`config.mk`:
```
export PLATFORM = sky130hd
export DESIGN_NAME = glb_read_arbiter
export DESIGN_NICKNAME = d
export VERILOG_FILES = /design/src/rtl/glb_read_arbiter.sv
export SDC_FILE = /design/constraint.sdc
export NUM_CORES = 1
export LEC_CHECK = 0
export CORE_ASPECT_RATIO = 1.75
export CORE_MARGIN = 10
export CORE_UTILIZATION = 37
export CTS_CLUSTER_SIZE = 16
export DETAILED_ROUTE_END_ITERATION = 10
export HOLD_SLACK_MARGIN = 0.03
export PLACE_DENSITY = 0.87
export SETUP_SLACK_MARGIN = 0.5
export SYNTH_ARGS = -nofsm -noshare
export SYNTH_HDL_FRONTEND = slang
export SYNTH_SLANG_ARGS = --single-unit
```
`constraint.sdc`:
```
create_clock -name clk -period 3.5 [get_ports clk]
set_input_delay 0.35 -clock clk [delete_from_list [all_inputs] [get_ports clk]]
set_output_delay 0.35 -clock clk [all_outputs]
set_load 0.05 [all_outputs]
```
`src/rtl/glb_read_arbiter.sv`:
```
// Round-robin arbiter sharing the single GLB read port among NoC controllers,
// with bounded burst ownership and one-cycle tagged read-data return.
module glb_read_arbiter #(
  parameter int unsigned NUM_REQ    = 3,
  parameter int unsigned ADDR_WIDTH = 20,
  parameter int unsigned DATA_WIDTH = 16,
  parameter int unsigned MAX_BURST  = 4
) (
  input  logic                          clk,
  input  logic                          reset,
  input  logic [NUM_REQ-1:0]            req,
  input  logic [NUM_REQ*ADDR_WIDTH-1:0] addr_in,
  output logic [NUM_REQ-1:0]            gnt,
  output logic                          glb_re,
  output logic [ADDR_WIDTH-1:0]         glb_addr,
  input  logic [DATA_WIDTH-1:0]         glb_rdata,
  output logic [DATA_WIDTH-1:0]         rdata,
  output logic [NUM_REQ-1:0]            rvalid,
  output logic                          busy
);

  localparam int unsigned OW = (NUM_REQ > 1) ? $clog2(NUM_REQ) : 1;
  localparam int unsigned BW = (MAX_BURST > 1) ? $clog2(MAX_BURST) : 1;
  localparam logic [OW-1:0] OWNER_RST = OW'(NUM_REQ - 1);
  localparam logic [BW-1:0] BURST_TOP = BW'(MAX_BURST - 1);

  logic [OW-1:0]      owner_q, owner_d;
  logic               locked_q, locked_d;
  logic [BW-1:0]      burst_q, burst_d;
  logic [NUM_REQ-1:0] rvalid_q;

  logic [NUM_REQ-1:0] owner_oh;
  logic [NUM_REQ-1:0] others;
  logic [OW-1:0]      gidx;
  logic               grant;
  logic               found;
  int unsigned        idx;

  // Grant decision and next-state: continue the burst, rotate, or go idle.
  always_comb begin
    owner_d  = owner_q;
    locked_d = locked_q;
    burst_d  = burst_q;
    gidx     = owner_q;
    grant    = 1'b0;
    found    = 1'b0;
    idx      = 0;
    owner_oh = '0;
    owner_oh[owner_q] = 1'b1;
    others   = req & ~owner_oh;

    if (reset) begin
      grant = 1'b0;
    end else if (locked_q && req[owner_q] && ((burst_q < BURST_TOP) || (others == '0))) begin
      grant   = 1'b1;
      burst_d = (burst_q == BURST_TOP) ? burst_q : burst_q + BW'(1);
    end else if (|req) begin
      // Search starts just past the owner and wraps back onto it last.
      for (int unsigned k = 1; k <= NUM_REQ; k++) begin
        idx = (32'(owner_q) + k) % NUM_REQ;
        if (!found && req[OW'(idx)]) begin
          found = 1'b1;
          gidx  = OW'(idx);
        end
      end
      grant    = 1'b1;
      owner_d  = gidx;
      burst_d  = '0;
      locked_d = 1'b1;
    end else begin
      locked_d = 1'b0;
      burst_d  = '0;
    end
  end

  always_comb begin
    gnt       = '0;
    gnt[gidx] = grant;
    glb_re    = grant;
    glb_addr  = grant ? addr_in[32'(gidx)*ADDR_WIDTH +: ADDR_WIDTH] : '0;
    rdata     = glb_rdata;
    rvalid    = rvalid_q;
    busy      = (|req) | (|rvalid_q);
  end

  always_ff @(posedge clk) begin
    if (reset) begin
      owner_q  <= OWNER_RST;
      locked_q <= 1'b0;
      burst_q  <= '0;
      rvalid_q <= '0;
    end else begin
      owner_q  <= owner_d;
      locked_q <= locked_d;
      burst_q  <= burst_d;
      rvalid_q <= gnt;
    end
  end

endmodule

```
==> flow_metrics.env <==
export IMPL_yosys_area_share_simple_pct=30.6
export IMPL_drv_cap=0
export IMPL_synth_edf_count=0
export IMPL_synth_top_family_by_area="compound AO/OA/AOI/OAI gates"
export IMPL_synth_most_common_cell="nor3_1"
export IMPL_synth_area_leaders="o211ai_2 12%, o2111ai_1 9.3%, dfxtp_1 8.5%, a22oi_1 8.3%, buf_4 7.2%"
export IMPL_dr_first_iter_drc_count=207
export IMPL_avgSynthCellArea_um2=7.18
export IMPL_max_clock_freq_mhz=325
export IMPL_clk_path_buf_depth=2
export IMPL_final_antenna_net_count=0
export IMPL_crit_type="flop to primary output"
export IMPL_path_clk_slew_ps=50
export IMPL_cp_cell_sequence="clkinv_8, ha_4, a22oi_2, a21oi_4, o31a_1, o31a_1, buf_4, clkbuf_16, o2111ai_1, o211ai_2, buf_12"
export IMPL_htreeDepth=1
export IMPL_setup_viol=0
export IMPL_yosysUniqueCellTypes=41
export IMPL_cp_slowest_stage_delay_ps=410
export IMPL_grt_max_degree=57
export IMPL_hold_buffers=0
export IMPL_wl_per_cell_um=23.3
export IMPL_wl_um=9550
export IMPL_grt_pass1_vias=2452
export IMPL_cts_sinks=8
export IMPL_min_path_type="flop to flop"
export IMPL_multiInputGateArea_um2=1660
export IMPL_synth_xor_area_share_pct=0.464
export IMPL_ir_worst_vdd_mv=0.824
export IMPL_grt_pass1_wl_um=13200
export IMPL_cts_tree="yes"
export IMPL_period_share_pct=88.0
export IMPL_synth_largest_area_cell="o211ai_2"
export IMPL_cp_buffers_inverters=4
export IMPL_n_antenna_cell=0
export IMPL_timing_slew_headroom_pct=66.0
export IMPL_drc=0
export IMPL_fin_worst_skew_ps=7.62
export IMPL_nets=442
export IMPL_die_height_um=115
export IMPL_async_flop_share_pct=0
export IMPL_cts_inserted_buffers=3
export IMPL_drt_pass1_iter_count=6
export IMPL_cp_max_fo=13
export IMPL_critPathSlowestCell="dfxtp_4"
export IMPL_finalMaxSlewViolations=0
export IMPL_start_util_pct=37.9
export IMPL_tns_ps=0
export IMPL_antenna_found_initial=0
export IMPL_drive_gt1_share_pct=38.3
export IMPL_synth_top_cell_area_share_pct=11.9
export IMPL_grt_overflow_total=0
export IMPL_n_fill_cell=323
export IMPL_leakagePower_uw=0.00142
export IMPL_ys_seq_area_share_pct=8.48
export IMPL_area_growth_syn_to_layout_pct=87.9
export IMPL_die_area_um2=8470
export IMPL_cp_top_family="compound AO/OA/AOI/OAI gates"
export IMPL_place_hpwl_um=6110
export IMPL_crit_path_start_kind="flop"
export IMPL_synth_fa_ha_area_share_pct=3.31
export IMPL_globalRouteTotalUtil_pct=19.4
export IMPL_vias=2625
export IMPL_hold_viol=0
export IMPL_rows=34
export IMPL_viasPerCell=6.42
export IMPL_fin_util_pct=71.3
export IMPL_period_minus_slack_ps=3080
export IMPL_status="complete, no violations"
export IMPL_core_area_um2=4980
export IMPL_io_pins=125
export IMPL_synth_area_um2=1890
export IMPL_syn_nets=349
export IMPL_netlist_instances=263
export IMPL_port_buffers=92
export IMPL_clk_latency_ps=240
export IMPL_die_x_um=74
export IMPL_synth_seq_cells=8
export IMPL_gp_congestion=0.907
export IMPL_critPathRequiredTime_ps=3150
export IMPL_tightest_slew_ps=508
export IMPL_clockRootBuffer="clkbuf_8"
export IMPL_end_kind="primary output"
export IMPL_yosys_warnings=0
export IMPL_rsz0062_at_grt="yes"
export IMPL_p_per_area_nw_per_um2=1030
export IMPL_yosys_top_cells_count="25 x nor3_1, 22 x nand2_1, 21 x a22oi_1, 21 x and3_1, 21 x nand3_1"
export IMPL_crit_top_cell="o31a_1"
export IMPL_critPathArrivalTime_ps=2730
export IMPL_synth_compound_area_share_pct=37.5
export IMPL_synth_mux_area_share_pct=2.12
export IMPL_synthFlopType="dfxtp_1"
export IMPL_ff_latch_area_um2=168
metal layers:
| layer | track usage [%] | vias up | wire length [um] |
|---|---|---|---|
| met4 | 11.2 | 0 | 453 |
| met1 | 20.6 | 1237 | 3090 |
| met5 | 0 | - | 0 |
| met2 | 34.2 | 159 | 5380 |
| met3 | 3.21 | 36 | 621 |
| li1 | - | 1193 | - |
cell usage in the layout, fill, tap and decap left out, types with 4 or more instances in the layout:
| cell type | synthesis | routed |
|---|---|---|
| buf_12 | 0 | 24 |
| a22oi_2 | 0 | 16 |
| clkdlybuf4s50_1 | 0 | 66 |
| buf_6 | 6 | 9 |
| nor3_1 | 25 | 24 |
| nor2_1 | 10 | 8 |
| nand2_1 | 22 | 22 |
| buf_4 | 18 | 27 |
| and3_1 | 21 | 20 |
| o2111ai_1 | 20 | 19 |
| a22oi_1 | 21 | 5 |
| dfxtp_1 | 8 | 6 |
| nand3_1 | 21 | 18 |
| mux2i_1 | 4 | 4 |
| o211ai_2 | 18 | 18 |
sequential cells by signal, indices dropped and copies added, names as in the netlist:
signal / cells
burst_q: 2
rvalid: 3
owner_q: 2
locked_q: 1
path summary, 6_finish.rpt:
check	start	to	slack, ps	cells past startpoint
worst min register to register	burst_q[1]$_SDFFE_PP0N_	burst_q[1]$_SDFFE_PP0N_	550	2
worst max register to register	owner_q[1]$_SDFF_PP1_	rvalid[0]$_SDFF_PP0_	1220	9
worst max-delay path	owner_q[1]$_SDFF_PP1_	glb_addr[4]	420	11
worst min-delay path	burst_q[1]$_SDFFE_PP0N_	burst_q[1]$_SDFFE_PP0N_	550	2
through the flow:
step	cells	area, um^2	hold slack [ps]	total power (uW)	setup slack [ps]
floorplan	263	1960	415	1840	478
global placement	373	2950	531	2670	370
detailed placement	373	2950	548	2710	355
CTS	388	3160	560	3050	485
global route	409	3550	581	3790	302
finish	409	3550	553	3640	421
worst reg2reg max path: stages, from the launching register on:
cell and delay, ps:
dfxtp_4 410, clkinv_8 70, ha_4 190, a22oi_2 230, a21oi_4 100, o31a_1 320
o31a_1 380, buf_4 220, nand2_1 170, nor2_1 70
area by class of cell:
cell class	instances	share of cell area [%]
multi-input combinational	202	46.8
timing repair buffer	133	44.0
sequential	8	4.72
tap	54	1.90
clock buffer	4	1.27
inverter	7	1.09
timing repair inverter	1	0.247
report_power, final:
part,switching (uW),internal (uW)
registers,33.7,125
logic,1870,1490
clock network,41.4,79.3
cell families after synthesis:
family,Yosys count
multiplexers,4
XOR/XNOR,1
AO/OA/AOI/OAI,78
buffers and inverters,55
adder cells (fa/ha/maj),5
flip-flops,8
AND/OR/NAND/NOR,112
what timing repair did:
action                     4_1_cts  5_1_grt
buffers inserted                 9       18
pin swaps                        4       19
setup endpoints to repair       24       23
resized for setup               19       51
gates cloned                     2        3
(Power assumes the default switching activity.)
